## src/rtl/pzvip_tilelink_a_channel_arbiter.sv

```systemverilog
// Round-robin, burst-locked arbiter merging several TileLink A-channel masters onto one port.
// Optional stall watchdog enabled by defining PZVIP_TILELINK_A_ARBITER_LOCK_TIMEOUT_EN.
module pzvip_tilelink_a_channel_arbiter #(
  parameter int unsigned REQUESTERS    = 4,
  parameter int unsigned DATA_WIDTH    = 64,
  parameter int unsigned ADDRESS_WIDTH = 32,
  parameter int unsigned SIZE_WIDTH    = 3,
  parameter int unsigned SOURCE_WIDTH  = 8,
  parameter int unsigned TIMEOUT       = 256
) (
  input  logic                                  i_clk,
  input  logic                                  i_rst,
  input  logic [REQUESTERS-1:0]                 i_a_valid,
  output logic [REQUESTERS-1:0]                 o_a_ready,
  input  logic [3*REQUESTERS-1:0]               i_a_opcode,
  input  logic [3*REQUESTERS-1:0]               i_a_param,
  input  logic [SIZE_WIDTH*REQUESTERS-1:0]      i_a_size,
  input  logic [SOURCE_WIDTH*REQUESTERS-1:0]    i_a_source,
  input  logic [ADDRESS_WIDTH*REQUESTERS-1:0]   i_a_address,
  input  logic [DATA_WIDTH/8*REQUESTERS-1:0]    i_a_mask,
  input  logic [DATA_WIDTH*REQUESTERS-1:0]      i_a_data,
  input  logic [REQUESTERS-1:0]                 i_a_corrupt,
  output logic                                  o_a_valid,
  input  logic                                  i_a_ready,
  output logic [2:0]                            o_a_opcode,
  output logic [2:0]                            o_a_param,
  output logic [SIZE_WIDTH-1:0]                 o_a_size,
  output logic [SOURCE_WIDTH-1:0]               o_a_source,
  output logic [ADDRESS_WIDTH-1:0]              o_a_address,
  output logic [DATA_WIDTH/8-1:0]               o_a_mask,
  output logic [DATA_WIDTH-1:0]                 o_a_data,
  output logic                                  o_a_corrupt,
  output logic [REQUESTERS-1:0]                 o_grant,
  output logic                                  o_lock_timeout
);

  localparam int unsigned MaskW    = DATA_WIDTH / 8;
  localparam int unsigned IdxW     = (REQUESTERS > 1) ? $clog2(REQUESTERS) : 1;
  localparam int unsigned LogBytes = $clog2(MaskW);
  // Beat count never exceeds 2^(2^SIZE_WIDTH-1), which fits in 2^SIZE_WIDTH bits.
  localparam int unsigned CntW     = 2 ** SIZE_WIDTH;

  typedef enum logic [0:0] {StIdle, StActive} state_e;

  state_e                  state_q, state_d;
  logic [REQUESTERS-1:0]   grant_q, grant_d;
  logic [IdxW-1:0]         ptr_q, ptr_d;
  logic                    first_beat_q, first_beat_d;
  logic [CntW-1:0]         remain_q, remain_d;

  logic [IdxW-1:0]         gidx;
  logic [IdxW-1:0]         nxt_ptr;
  logic [CntW-1:0]         beats;
  logic [REQUESTERS-1:0]   rearb_req;
  logic [REQUESTERS-1:0]   rearb_grant;
  logic                    handshake;
  logic                    last_beat;

  function automatic logic [REQUESTERS-1:0] pick(input logic [REQUESTERS-1:0] req,
                                                  input logic [IdxW-1:0]       ptr);
    logic [REQUESTERS-1:0] g;
    logic                  found;
    int unsigned           idx;
    g     = '0;
    found = 1'b0;
    for (int unsigned i = 0; i < REQUESTERS; i++) begin
      idx = (32'(ptr) + i) % REQUESTERS;
      if (!found && req[IdxW'(idx)]) begin
        g[IdxW'(idx)] = 1'b1;
        found         = 1'b1;
      end
    end
    return g;
  endfunction

  always_ff @(posedge i_clk) begin
    if (i_rst) begin
      state_q      <= StIdle;
      grant_q      <= '0;
      ptr_q        <= '0;
      first_beat_q <= 1'b1;
      remain_q     <= '0;
    end else begin
      state_q      <= state_d;
      grant_q      <= grant_d;
      ptr_q        <= ptr_d;
      first_beat_q <= first_beat_d;
      remain_q     <= remain_d;
    end
  end

  // Output path: a zero grant in idle makes every output read 0.
  always_comb begin
    o_a_opcode  = '0;
    o_a_param   = '0;
    o_a_size    = '0;
    o_a_source  = '0;
    o_a_address = '0;
    o_a_mask    = '0;
    o_a_data    = '0;
    o_a_corrupt = 1'b0;
    gidx        = '0;
    for (int k = 0; k < REQUESTERS; k++) begin
      if (grant_q[k]) begin
        o_a_opcode  = i_a_opcode[3*k +: 3];
        o_a_param   = i_a_param[3*k +: 3];
        o_a_size    = i_a_size[SIZE_WIDTH*k +: SIZE_WIDTH];
        o_a_source  = i_a_source[SOURCE_WIDTH*k +: SOURCE_WIDTH];
        o_a_address = i_a_address[ADDRESS_WIDTH*k +: ADDRESS_WIDTH];
        o_a_mask    = i_a_mask[MaskW*k +: MaskW];
        o_a_data    = i_a_data[DATA_WIDTH*k +: DATA_WIDTH];
        o_a_corrupt = i_a_corrupt[k];
        gidx        = IdxW'(k);
      end
    end
    o_a_valid = |(i_a_valid & grant_q);
    o_a_ready = grant_q & {REQUESTERS{i_a_ready}};
    o_grant   = grant_q;
  end

  always_comb begin
    beats = CntW'(1);
    if (o_a_opcode <= 3'd3 && o_a_size > SIZE_WIDTH'(LogBytes)) begin
      beats = CntW'(1) << (o_a_size - SIZE_WIDTH'(LogBytes));
    end
  end

  assign handshake = o_a_valid & i_a_ready;
  assign last_beat = handshake &
                     (first_beat_q ? (beats == CntW'(1)) : (remain_q == CntW'(1)));
  assign nxt_ptr   = (32'(gidx) == REQUESTERS - 1) ? '0 : gidx + 1'b1;

  always_comb begin
    rearb_req = i_a_valid & ~grant_q;
    if (rearb_req == '0) begin
      rearb_req = i_a_valid;
    end
    rearb_grant = pick(rearb_req, nxt_ptr);
  end

  always_comb begin
    state_d      = state_q;
    grant_d      = grant_q;
    ptr_d        = ptr_q;
    first_beat_d = first_beat_q;
    remain_d     = remain_q;
    unique case (state_q)
      StIdle: begin
        if (|i_a_valid) begin
          grant_d      = pick(i_a_valid, ptr_q);
          state_d      = StActive;
          first_beat_d = 1'b1;
        end
      end
      StActive: begin
        if (handshake) begin
          if (first_beat_q) begin
            remain_d     = beats - 1'b1;
            first_beat_d = 1'b0;
          end else begin
            remain_d = remain_q - 1'b1;
          end
        end
        if (last_beat) begin
          ptr_d        = nxt_ptr;
          grant_d      = rearb_grant;
          first_beat_d = 1'b1;
          remain_d     = '0;
          if (rearb_grant == '0) begin
            state_d = StIdle;
          end
        end else if (first_beat_q && !o_a_valid) begin
          // A requester re-granted only because its final beat was the sole request
          // has nothing further to send; drop the stale grant between messages.
          state_d = StIdle;
          grant_d = '0;
        end
      end
      default: state_d = StIdle;
    endcase
  end

`ifdef PZVIP_TILELINK_A_ARBITER_LOCK_TIMEOUT_EN
  localparam int unsigned ToW = $clog2(TIMEOUT + 1);

  logic [ToW-1:0] to_cnt_q, to_cnt_d;
  logic           to_hit;

  always_ff @(posedge i_clk) begin
    if (i_rst) begin
      to_cnt_q <= '0;
    end else begin
      to_cnt_q <= to_cnt_d;
    end
  end

  always_comb begin
    to_cnt_d = to_cnt_q;
    to_hit   = 1'b0;
    if (state_q != StActive || state_d != state_q || handshake) begin
      to_cnt_d = '0;
    end else if (!first_beat_q && !o_a_valid) begin
      if (to_cnt_q == ToW'(TIMEOUT - 1)) begin
        to_hit   = 1'b1;
        to_cnt_d = '0;
      end else begin
        to_cnt_d = to_cnt_q + 1'b1;
      end
    end
  end

  assign o_lock_timeout = to_hit;
`else
  assign o_lock_timeout = 1'b0;
`endif

endmodule

```

## config.mk

```make
export PLATFORM = sky130hd
export DESIGN_NAME = pzvip_tilelink_a_channel_arbiter
export DESIGN_NICKNAME = d
export VERILOG_FILES = /design/src/rtl/pzvip_tilelink_a_channel_arbiter.sv
export SDC_FILE = /design/constraint.sdc
export NUM_CORES = 1
export LEC_CHECK = 0
export ABC_AREA = 1
export BUFFER_PORTS_ARGS = -buffer_cell sky130_fd_sc_hd__buf_2
export CAP_MARGIN = 15
export CORE_AREA = 5 5 239 241
export CTS_BUF_LIST = sky130_fd_sc_hd__clkbuf_4 sky130_fd_sc_hd__clkbuf_8
export DETAILED_ROUTE_END_ITERATION = 12
export DIE_AREA = 0 0 244 246
export PLACE_DENSITY = 0.34
export SLEW_MARGIN = 15
export SYNTH_ARGS = -nofsm -noshare
export SYNTH_HDL_FRONTEND = slang
export SYNTH_SLANG_ARGS = --single-unit
export TNS_END_PERCENT = 5
```

## constraint.sdc

```tcl
create_clock -name i_clk -period 2.7 [get_ports i_clk]
set_clock_uncertainty 0.2 [all_clocks]
set_input_delay 0.27 -clock i_clk [delete_from_list [all_inputs] [get_ports i_clk]]
set_output_delay 0.27 -clock i_clk [all_outputs]
set_load 0.03 [all_outputs]
```

==> impl.org, run 1 <==
** Cells and area
- Cells with a size suffix above 1 make up 45.0% of the layout.
- Filler cells :: 6529
- Cells fill 17.0% of the core in the end.
- Area occupied by registers :: 330 sq um
- The net count of the finished layout is 2132.
- Compared with the post-synthesis result, the final layout area differs by 87.9%.
- Summing all multi-input logic gate instances after layout gives 4190 sq um.

** Die
- Row count :: 86
- Die Height :: 246 microns
- Pin placement for this block handled 627 I/O pins.
- Die Footprint :: 60000 sq um
- The core region is 54700 sq um.
- Width of the die :: 244 microns
- The initial utilization of the core area, before any placement, comes to 9.07%.

** Timing
- Setup slack on the critical path of the routed design comes to -0.0535 ns.
- Worst slew margin :: 55.8%
- The final count of pins violating max slew was 0.
- Setup repair after global routing could not meet its margin everywhere.
- For the final routed database, the setup TNS stands at -0.350 ns.
- Actual slew at the worst max-slew pin :: 0.664 ns
- The number of endpoints with negative hold slack in the final report came to 0.
- Max Clk Rate :: 363 MHz
- Min cycle time layout :: 2.75 ns
- The worst path uses 102% of the clock period.
- Hold is met by 0.184 ns.
- Setup violations remaining at the end of the flow were counted as 10.

** GRT
- Global routing consumed, on the met3 layer, 3.17% of the routing resources.
- Entering global routing, the biggest net connects 122 pins.
- After global routing the overflow that remains totals 0.
- After global routing, the most crowded layer is met2.
- Wire length of the first global-routing pass :: 64100 microns
- In the global route stage, overall resource usage came out at 13.9%.
- Antenna violations before repair :: 18
- The number of global-route vias before repair is 9709.
- Met2 track demand over resource :: 24.0%
- Grt met1 use :: 17.6%

** Synth
- The synthesized design spends more area on one cell type than any other, namely sky130_fd_sc_hd__nand2_1.
- FFs w/ async S/R, synth :: 0%
- Yosys warns :: 0
- Among all flip-flop cells after synthesis, the most frequent one is sky130_fd_sc_hd__dfxtp_1.
- Number of storage elements in the synthesis netlist :: 16
- Avg Inst Size Synth :: 4.90 sq um
- Share of the synthesized area in the top cell type :: 34.4%
- After synthesis, the cell types taking the most area are sky130_fd_sc_hd__nand2_1 34%, sky130_fd_sc_hd__nand3_1 16%, sky130_fd_sc_hd__nand4_1 15%.
- Counting flops with a built-in enable in the synthesized netlist gives 0.
- Number of nets in the synthesized netlist :: 1520
- Register area share after synthesis :: 6.46%
- Cell area after synthesis :: 4960 sq um
- Cell variety after synth :: 35
- Cells after Synth :: 1011

** Power
- Total power :: 3.03 mW
- IR analysis of the VDD net gives a maximum drop of 0.000144 V.
- PD cells :: 325 nW/um^2
- Summed over all cells, the static leakage comes to 4.90 nW.

** Drt
- Post-DR wirelength/cell :: 19.5 microns
- For this run, the detailed router's first-pass iteration total came to 5.
- The first routing iteration left 524 violations.
- Remaining routing DRC violations :: 0
- Using the TritonRoute via totals, the vias-per-cell ratio works out to 4.09.
- The detailed router placed 9525 vias in this run.
- Final ANT Viol Nets :: 0
- Total Wirelength :: 45400 microns

** Min path
- In this run the worst hold path is classified as input port to flip-flop.

** Clocking
- Clock insertion delay at the later pin of the skew report :: 0.25 ns
- Clock transition at path regs :: 0.07 ns
- Clock tree synthesis selected as its root buffer the cell sky130_fd_sc_hd__clkbuf_8.
- In this run, post-CTS hold repair placed 0 buffers.
- Counting the buffers created by CTS gives 3.
- TritonCTS built the clock tree.
- Number of buffers between clock root and the deepest sink :: 2
- CTS H-Tree Depth :: 1
- The tree built by TritonCTS fans out to 16 sinks.

** Placement
- At the placement stage, the worst setup path has a slack of -0.0884 ns.
- IO buf count :: 625
- Final estimated routing congestion in global placement :: 0.940
- The wire-length estimate of the detail-placed layout is 38100 microns.

** Worst setup path
- The worst register-to-register path has a setup slack of -0.05 ns.
- CP startpoint kind :: flip-flop
- Highest fanout seen on the critical path :: 7
- CP endpoint kind :: flip-flop
- The critical path is of the flip-flop to flip-flop type.
- Crit path required time :: 2.69 ns
- Data arrival time at the worst-slack endpoint :: 2.74 ns

** Job
- Max-cap violations in this run came to 0.

** Outcome
- Failing checks :: setup timing
- Run status :: complete, but fails checks
-- layer usage --
metal | part of all wire, % | vias to the layer above | wire length [microns]
li1 | - | 4627 | -
met1 | 41 | 4433 | 18400
met2 | 49 | 395 | 22400
met3 | 7.2 | 58 | 3270
met4 | 2.8 | 12 | 1290
met5 | 0.18 | - | 82
-- final cells by class --
| class | instances | area share [%] |
|---|---|---|
| Antenna cell | 5 | 0.134 |
| Clock buffer | 4 | 0.524 |
| Inverter | 58 | 2.42 |
| Multi-Input combinational cell | 865 | 44.9 |
| Sequential cell | 16 | 3.55 |
| Tap cell | 704 | 9.45 |
| Timing Repair Buffer | 679 | 39.0 |
-- synthesized netlist by cell type (5+ instances only) --
cell type,number
sky130_fd_sc_hd__nor2_4,6
sky130_fd_sc_hd__nand2_1,454
sky130_fd_sc_hd__buf_1,11
sky130_fd_sc_hd__nor2_1,26
sky130_fd_sc_hd__nand4_1,120
sky130_fd_sc_hd__dfxtp_1,16
sky130_fd_sc_hd__a21oi_1,25
sky130_fd_sc_hd__ha_1,14
sky130_fd_sc_hd__inv_1,52
sky130_fd_sc_hd__o21ai_0,21
sky130_fd_sc_hd__nand3_1,157
sky130_fd_sc_hd__nand2_2,5
sky130_fd_sc_hd__clkbuf_1,57
sky130_fd_sc_hd__o22ai_1,8
sky130_fd_sc_hd__nand2_4,6
-- metrics by stage --
stage | std cells | area [sq um]
2_1_floorplan | 1011 | 5000
3_3_place_gp | 2318 | 9150
3_5_place_dp | 2318 | 9150
4_1_cts | 2323 | 9250
5_1_grt | 2330 | 9310
6_report | 2331 | 9320
-- where the power goes --
part | switching (mW) | leakage [nW] | total, mW | internal [mW]
Combinational | 1.71 | 4.74 | 2.56 | 0.847
Sequential | 0.0184 | 0.132 | 0.265 | 0.247
Clock | 0.0870 | 0.0262 | 0.202 | 0.115
-- cells in the final DEF (no fill, tap or decap), types with 3 or more instances in the layout --
cell	netlist	final
sky130_fd_sc_hd__buf_2	1	623
sky130_fd_sc_hd__nand2_1	454	451
sky130_fd_sc_hd__nand3_1	157	157
sky130_fd_sc_hd__nand4_1	120	120
sky130_fd_sc_hd__inv_1	52	49
sky130_fd_sc_hd__buf_4	1	47
sky130_fd_sc_hd__nor2_1	26	24
sky130_fd_sc_hd__a21oi_1	25	24
sky130_fd_sc_hd__o21ai_0	21	17
sky130_fd_sc_hd__ha_1	14	12
sky130_fd_sc_hd__dfxtp_1	16	12
sky130_fd_sc_hd__nor2_4	6	9
sky130_fd_sc_hd__o22ai_1	8	8
sky130_fd_sc_hd__nand2_4	6	7
sky130_fd_sc_hd__nand2_2	5	7
sky130_fd_sc_hd__diode_2	0	5
sky130_fd_sc_hd__inv_2	4	5
sky130_fd_sc_hd__or2_2	4	4
sky130_fd_sc_hd__a21boi_1	3	4
sky130_fd_sc_hd__inv_4	1	3
sky130_fd_sc_hd__o211ai_1	3	3
sky130_fd_sc_hd__clkbuf_8	0	3
sky130_fd_sc_hd__buf_12	0	3
sky130_fd_sc_hd__buf_6	2	3
-- state kept, by name, indices dropped and copies added (netlist names) --
| register | cells |
|---|---|
| ptr_q | 2 |
| state_q | 1 |
| o_grant | 4 |
| first_beat_q | 1 |
| remain_q | 8 |
-- critical path, cell delays in order, from the launching register on --
cell and delay (ns):
sky130_fd_sc_hd__dfxtp_4 0.37, sky130_fd_sc_hd__nor2_4 0.20, sky130_fd_sc_hd__nand2_2 0.09, sky130_fd_sc_hd__nor2_4 0.11, sky130_fd_sc_hd__nor2_4 0.06, sky130_fd_sc_hd__nand2_4 0.06, sky130_fd_sc_hd__inv_2 0.04, sky130_fd_sc_hd__ha_4 0.15
sky130_fd_sc_hd__nor2_4 0.13, sky130_fd_sc_hd__nand2_4 0.07, sky130_fd_sc_hd__nor2_4 0.08, sky130_fd_sc_hd__nand4_1 0.12, sky130_fd_sc_hd__ha_2 0.21, sky130_fd_sc_hd__nand2_1 0.05, sky130_fd_sc_hd__inv_1 0.04, sky130_fd_sc_hd__nand2_1 0.05
sky130_fd_sc_hd__inv_1 0.04, sky130_fd_sc_hd__nand2_2 0.06, sky130_fd_sc_hd__nand2_4 0.06, sky130_fd_sc_hd__nor2_4 0.20, sky130_fd_sc_hd__nand2_1 0.08, sky130_fd_sc_hd__nor2_1 0.09, sky130_fd_sc_hd__nor2_1 0.04, sky130_fd_sc_hd__nor2_1 0.07
-- what timing repair did --
action,4_1_cts,5_1_grt
setup endpoints to repair,21,25
gates cloned,1,0
resized for setup,7,12
setup buffers,0,3
pin swaps,1,12
-- kinds of logic (layout without fill, tap and decap cells) --
| family | Yosys count | after routing | share of synthesized area [%] |
|---|---|---|---|
| other | 1 | 6 | 0.0756 |
| adders and majority gates | 14 | 14 | 3.53 |
| AOI/OAI and AO/OA | 63 | 63 | 7.07 |
| DFF | 16 | 16 | 6.46 |
| buffers and inverters | 130 | 741 | 10.3 |
| and+or+nand+nor | 787 | 787 | 72.6 |
-- worst paths after layout --
kind | start | to | cells past startpoint
setup / recovery | o_grant[3] | remain_q[4] | 23
hold reg to reg | remain_q[5] | remain_q[5] | 2
setup reg to reg | o_grant[3] | remain_q[4] | 23
hold / removal | i_rst | o_grant[1] | 2
No activity file was read; power rests on OpenSTA's default activity.
==> inputs of run 2 (changes only) <==
Settings changed: CORE_AREA 5 5 239 241 to 5 5 238 240, DIE_AREA 0 0 244 246 to 0 0 243 245, PLACE_DENSITY 0.34 to 0.33.
Clock period 2.7 ns to 2.85 ns, I/O delays scaled along.
==> run 2 against run 1 <==
The run now ends clean; utilization about the same; critical path depth decreased by 15; register-to-register slack improved by 0.15 ns; count of clock-buffer cells in the layout unchanged; hold slack improved by 0.045 ns; flip-flop and latch count is the same; critical path type is now flip-flop to primary output.
==> impl.org, run 2 (synthesis gave the netlist of run 1 again) <==
** Drt
- The number of violations reported at the end of detailed-routing iteration 0 came to 379 (-28%).
- Total Wirelength :: 43200 microns (-4.8%)
- Post-DR wirelength/cell :: 18.6 microns (-4.4%)
- The count of nets left with antenna violations after detail routing is 0 (unchanged).
- The via count came to 9251 (-2.9%).
- Vias per std cell :: 3.99 (-2.4%)
- Number of iterations in the first detailed-routing pass :: 5 (unchanged)
- The count of unresolved DRC violations after routing was 0 (unchanged).

** Cells and area
- Top register by number of flip-flops :: remain_q
- Flip-flop count of the largest register, all copies and words added :: 8 (unchanged)
- Share of the core filled with cells :: 17.0% (-0.018 points)
- The fraction of final layout cells with drive strength greater than 1 came to 44.5% (-0.51 points).
- The top cell types in the final layout, fill and taps aside, are 622 x sky130_fd_sc_hd__buf_2, 452 x sky130_fd_sc_hd__nand2_1, 157 x sky130_fd_sc_hd__nand3_1.
- The library cell used most frequently in the layout, excluding fill and tap cells, is sky130_fd_sc_hd__buf_2.
- The count of nets after finishing was 2117 (-0.70%).
- Area growth from synthesis to final layout :: 87.0%

** Power
- The overall power of the completed layout was 2.85 mW (-5.8%).
- The highest ir drop seen on vdd was 0.000150 V (+4.2%).
- Static leakage :: 4.83 nW (-1.5%)
- PD cells :: 307 nW/um^2 (-5.4%)

** Clocking
- Root cell of the clock tree :: sky130_fd_sc_hd__clkbuf_8
- The clock sink count was 16 (unchanged).
- CTS H-Tree Depth :: 1 (unchanged)
- Number of buffers between clock root and the deepest sink :: 2 (unchanged)
- Clock tree from TritonCTS :: yes
- The clock insertion delay at the later pin of the skew report is 0.25 ns (about the same).
- The number of clock buffers inserted by TritonCTS is 3 (unchanged).
- Clock transition at path regs :: 0.07 ns (about the same)

** Timing
- Static timing analysis puts the maximum clock frequency at 362 MHz.
- The final count of pins violating max slew was 0 (unchanged).
- Worst slew margin :: 44.8% (-11 points)
- Hold_ws :: 0.229 ns (+0.0455 ns)
- The number of setup violations in the final report came to 0 (-10).
- Count of endpoints failing hold in the final timing report :: 0 (unchanged)
- Period Utilization, post-route :: 97.0%
- The final worst-path setup slack is 0.0849 ns (+0.138 ns).
- Counting I/O delays and the setup requirement, the final critical path takes 2.77 ns.
- Summed negative setup slack over all endpoints :: 0 ns (+0.350 ns)
- The transition time at the pin with the least slew margin was 0.829 ns (+0.165 ns).
- Setup repair after global routing could not meet its margin everywhere.

** Die
- The standard cell core area came to 54400 sq um (-0.39%).
- Row count :: 86 (unchanged)
- The die extent in y came to 245 microns (-0.41%).
- Initial Utilization :: 9.11% (+0.036 points)
- Boundary pin count :: 627 (unchanged)
- The width of the die is 243 microns (-0.41%).
- Die Footprint :: 59500 sq um (-0.81%)

** Min path
- Launch point of the worst hold path :: i_rst
- Worst min path class :: input port to flip-flop

** Worst setup path
- Critical path type :: flip-flop to primary output
- Tracing the worst setup path back leads to its startpoint at o_grant[2].
- The worst setup path is captured at a primary output.
- The critical path arrival came to 2.28 ns (-0.46 ns).
- Highest fanout seen on the critical path :: 118 (+111)
- Start of the worst register-to-register path :: o_grant[2]
- The worst path required time was 2.37 ns (-0.32 ns).
- The reg2reg setup slack came to 0.10 ns (+0.15 ns).
- The worst setup path is launched from a flip-flop.

** GRT
- Wire length of the first global-routing pass :: 61600 microns (-3.9%)
- Maximum number of pins on one net before global-route repair :: 119 (-2.5%)
- Vias in the first global route :: 9258 (-4.6%)
- Final global-route overflow total :: 0 (unchanged)
- The number of antenna violations at the first check in global routing came to 13 (-5).
- Total Routing Usage GR :: 13.3% (-0.62 points)

** Placement
- The detailed placer's ending HPWL is 36200 microns (-4.9%).
- Worst Setup Slack post-DPL :: 0.0340 ns (+0.122 ns)
- The routability congestion estimate came to 0.890 (-5.3%).
- IO buf count :: 625 (unchanged)

** Outcome
- The flow ran to the end, and the final reports show no timing, DRC or antenna violations.

** Job
- The max capacitance violation total was 0 (unchanged).
## run 2: cell count changes in the layout (fill, tap and decap cells not counted), moves of 2 or more
cell / before / now
sky130_fd_sc_hd__buf_6: 3 / 1
sky130_fd_sc_hd__nand2_2: 7 / 5
sky130_fd_sc_hd__diode_2: 5 / 9
sky130_fd_sc_hd__buf_4: 47 / 32
sky130_fd_sc_hd__buf_12: 3 / 7
sky130_fd_sc_hd__clkbuf_4: 2 / 0
## run 2: per-stage QoR
| stage | cells | area, sq um |
|---|---|---|
| 3_3_place_gp | 2304 | 9080 |
| 2_1_floorplan | 1011 | 4990 |
| 6_report | 2320 | 9270 |
| 4_1_cts | 2308 | 9150 |
| 3_5_place_dp | 2304 | 9080 |
| 5_1_grt | 2320 | 9270 |
## run 2: worst max-delay path, stage by stage (launching register included)
cell and delay (ns):
sky130_fd_sc_hd__dfxtp_4 0.38, sky130_fd_sc_hd__nor2_4 0.18, sky130_fd_sc_hd__nand2_1 0.10, sky130_fd_sc_hd__buf_4 0.15, sky130_fd_sc_hd__inv_4 0.06, sky130_fd_sc_hd__buf_16 0.35
sky130_fd_sc_hd__nand2_1 0.23, sky130_fd_sc_hd__nand4_1 0.16, sky130_fd_sc_hd__buf_2 0.23
## run 2: timing repair
| item | in CTS | in global routing |
|---|---|---|
| pin swaps | 0 | 7 |
| cloned | 0 | 1 |
| hold endpoints to repair | 0 | 0 |
| endpoints found under the setup margin | 4 | 20 |
| resized for setup | 2 | 23 |
| hold buffers | 0 | 0 |
| setup buffers | 0 | 2 |
## run 2: path summary, 6_finish.rpt
kind	endpoint	cells after the start
hold reg to reg	remain_q[7]	2
setup reg to reg	o_grant[2]	20
hold / removal	remain_q[4]	2
setup / recovery	o_a_data[52]	8
## run 2: power breakdown
part / internal (mW) / switching [mW]
Combinational: 0.782 / 1.61
Clock: 0.123 / 0.0873
Sequential: 0.233 / 0.0199
## run 2: area by class of cell
class                   instances  area, sq um
diodes                          9         22.5
clock buffers                   4         55.1
flip-flops and latches         16          333
repair buffers                663         3530
multi-input cells             866         4220
inverters                      58          228
well taps                     704          881
fillers                      6557        45200
## run 2: metal layers
layer | wire, microns | track usage [%] | vias to the layer above
met5 | 27 | 0 | -
met4 | 1090 | 3.69 | 4
met3 | 2610 | 2.77 | 40
met2 | 22200 | 23.4 | 356
met1 | 17300 | 16.5 | 4247
li1 | - | - | 4604
==> inputs of run 3 (changes only) <==
Settings changed: BUFFER_PORTS_ARGS -buffer_cell sky130_fd_sc_hd__buf_2 to not set, CORE_AREA 5 5 238 240 to 5 5 244 246, DIE_AREA 0 0 243 245 to 0 0 249 251, DONT_BUFFER_PORTS set to 1, PLACE_DENSITY 0.33 to 0.3.
==> run 3 against run 2 <==
Flip-flop and latch count stayed put; utilization decreased by 2.1 points; global-route usage down 1.8 points; sequential power about the same; wire length fell by 8.6%; combinational power rose by 21%; maximum frequency decreased by 2.1%; first-iteration DRC count rose by 86%; via count shrank 14%; critical endpoint is now remain_q[3]; largest power group unchanged.
==> impl.org, run 3 (synthesis gave the netlist of run 1 again) <==
** Die
- The die extent in y was 251 microns (+2.4%).
- Width of the die :: 249 microns (+2.5%)
- The count of standard-cell rows is 88 (+2.3%).
- The initial core utilization was 8.68% (-0.43 points).
- Core box area :: 57100 sq um (+5.0%)
- The top-level I/O count was 627 (unchanged).
- The die footprint came to 62500 sq um (+5.0%).

** Clocking
- Clock insertion delay at the later pin of the skew report :: 0.25 ns (about the same)
- Number of buffers between clock root and the deepest sink :: 2 (unchanged)
- Clock buffer count from CTS :: 3 (unchanged)
- Clock transition at path regs :: 0.07 ns (about the same)
- The H-tree level count was 1 (unchanged).
- In this run the clock root is driven by a sky130_fd_sc_hd__clkbuf_8.
- TritonCTS built the clock tree.
- # clock sinks :: 16 (unchanged)

** Cells and area
- Fin cells :: 1880 (-19%)
- The fraction of final layout cells with drive strength greater than 1 is 20.0% (-25 points).
- Share of the core filled with cells :: 14.9% (-2.1 points)
- Most frequent standard cell in the layout excluding fill and tap cells :: sky130_fd_sc_hd__nand2_1
- Relative to the synthesized area, the layout overhead comes to 72.1%.
- Commonest non-fill, non-tap cells in the layout :: 447 x sky130_fd_sc_hd__nand2_1, 157 x sky130_fd_sc_hd__nand3_1, 120 x sky130_fd_sc_hd__nand4_1
- Layout net count :: 1622 (-23%)
- The number of flip-flops under the largest register name was 8 (unchanged).
- The register with the most flip-flops in the final layout is remain_q.

** GRT
- The global-route wire length before repair is 54800 microns (-11%).
- The largest net degree at the start of global routing was 86 (-28%).
- The total overflow reported by the global router came to 0 (unchanged).
- The global-route usage over all layers came to 11.5% (-1.8 points).
- The number of antenna violations at the first check in global routing was 7 (-6).
- The number of global-route vias before repair was 7926 (-14%).

** Placement
- Final estimated routing congestion in global placement :: 0.965 (+8.4%)
- The detailed placer's ending HPWL is 34300 microns (-5.4%).
- The post-placement cell count came to 1863 (-19%).
- The number of buffers added on ports is 0 (-100%).
- Worst Setup Slack post-DPL :: 0.0797 ns (+0.0456 ns)

** Worst setup path
- The worst path required time was 2.83 ns (+0.46 ns).
- Walking the worst path, the cells encountered are buf_4, nand2_1, buf_4, inv_4, nand2_1, nand4_1, nor2_4, nand2_4, nor2_4, nand4_1, ha_2, nand2_1, inv_1, nand2_2, inv_2, nand2_2, nand2_4, nor2_4, buf_4, nand3_1, a21oi_1.
- Start of the worst register-to-register path :: o_grant[1]
- Critical path type :: flip-flop to flip-flop
- CP endpoint kind :: flip-flop
- The number of cells on the worst reg-to-reg path came to 21 (+5.0%).
- The slowest stage of the critical path belongs to the cell sky130_fd_sc_hd__dfxtp_4.
- The critical path arrival was 2.81 ns (+0.53 ns).
- Highest fanout seen on the critical path :: 7 (-94%)
- STA classifies the critical path startpoint as a flip-flop.
- In this run the critical register-to-register path is captured at remain_q[3].
- Slack of the worst reg-to-reg path :: 0.03 ns (-0.07 ns)
- The largest incremental delay on the critical path is 0.38 ns (about the same).

** Drt
- The via count is 7922 (-14%).
- The number of violations reported at the end of detailed-routing iteration 0 came to 704 (+86%).
- The count of nets left with antenna violations after detail routing was 0 (unchanged).
- The count of unresolved DRC violations after routing was 0 (unchanged).
- The post-detailed-route wirelength per cell was 21.0 microns (+13%).
- Total Wirelength :: 39500 microns (-8.6%)
- The mean number of vias per cell was 4.21 (+5.7%).
- The number of iterations in the first detailed-routing pass is 7 (+2).

** Min path
- The min-delay analysis places its worst path in the category input port to flip-flop.
- Launch point of the worst hold path :: i_rst
- The count of cells along the worst hold path was 3 (+1).
- Hold Path End :: ptr_q[0]

** Power
- The switching power share of the total was 52.7% (-7.4 points).
- The register share of total power is 7.6% (-1.3 points).
- PD cells :: 389 nW/um^2 (+26%)
- The highest ir drop seen on vdd was 0.000191 V (+27%).
- Total power :: 3.32 mW (+16%)
- The internal cell power came to 1.57 mW (+38%).
- Comb power frac :: 86.8% (+3.0 points)
- The clock group share of total power was 5.6% (-1.8 points).
- The static leakage was 3.25 nW (-33%).
- Switching power of the nets :: 1.75 mW (+2.0%)

** Timing
- The clock period minus final worst setup slack is 2.82 ns (+0.0586 ns).
- The relative max-transition margin came to 46.4% (+1.6 points).
- Setup repair after global routing could not meet its margin everywhere.
- The final clock period utilization by the worst path is 99.1% (+2.1 points).
- The final count of pins violating max slew came to 0 (unchanged).
- The number of endpoints with negative hold slack in the final report is 0 (unchanged).
- The number of setup violations in the final report was 0 (unchanged).
- Actual slew at the worst max-slew pin :: 0.804 ns (-0.0245 ns)
- The timing-limited maximum frequency came to 354 MHz (-2.1%).
- Slack of the critical path :: 0.0263 ns (-0.0586 ns)

** Job
- The max capacitance violation total was 0 (unchanged).

** Outcome
- Run status :: finished clean
run 3: changes by cell type in the layout (fill, tap and decap cells not counted), sizes merged:
| cell | delta |
|---|---|
| diode | -6 |
| nor2 | -1 |
| dlygate4sd3 | +1 |
| clkbuf | -1 |
| clkinv | +1 |
| buf | -495 |
run 3: worst max-delay path, delay by kind of cell, from the launching register on:
family	cells	cell delay, ns
flip-flops	1	0.38
adder cells (fa/ha/maj)	1	0.19
buffers and inverters	6	0.54
AND/OR/NAND/NOR	13	1.34
AO/OA/AOI/OAI	1	0.12
run 3: worst max path at each step:
stage                    start          end  slack, ns  cells after the start
floorplan           o_grant[3]   o_grant[2]     -0.005                     22
global placement    o_grant[1]  remain_q[6]       0.11                     24
detailed placement  o_grant[1]   o_grant[3]       0.08                     24
CTS                 o_grant[1]   o_grant[3]       0.03                     24
global route        o_grant[1]  remain_q[6]      -0.21                     24
finish              o_grant[1]  remain_q[3]       0.03                     21
run 3: timing repair:
action,CTS,global route
hold endpoints to repair,14,0
setup buffers,0,9
setup endpoints to repair,7,28
gates resized for setup,1,22
pin swaps,0,16
hold buffers,1,0
run 3: metrics by stage:
step / instance area (sq um) / hold slack (ns) / setup TNS [ns]
after floorplan: 4990 / 0.144 / -0.0107
after global placement: 8340 / 0.152 / 0
after detailed placement: 8340 / 0.154 / 0
after CTS: 8390 / 0.00356 / 0
after global routing: 8530 / 0.0314 / -2.07
final: 8530 / 0.00456 / 0
run 3: cell type report:
class | instances | area [sq um]
Antenna cell | 3 | 7.51
Clock buffer | 3 | 41.3
Clock inverter | 1 | 3.75
Fill cell | 6602 | 48600
Inverter | 58 | 225
Multi-Input combinational cell | 865 | 4190
Sequential cell | 16 | 335
Tap cell | 765 | 957
Timing Repair Buffer | 169 | 2770
run 3: routing by layer:
metal  wire, microns  share of wire [%]  GRT usage [%]
met5              33              0.083              0
met4            1310                3.3           3.36
met3            3170                8.0           2.83
met2           20200                 51           20.9
met1           14800                 37           13.5
run 3: power by group through the flow:
stage / registers (mW) / logic, mW / clock network (mW)
3_3_place_gp: 0.256 / 2.88 / 0
4_1_cts: 0.251 / 2.89 / 0.190
5_1_grt: 0.253 / 3.05 / 0.200
2_1_floorplan: 0.254 / 1.31 / 0
6_report: 0.250 / 2.88 / 0.186
3_5_place_dp: 0.256 / 2.88 / 0
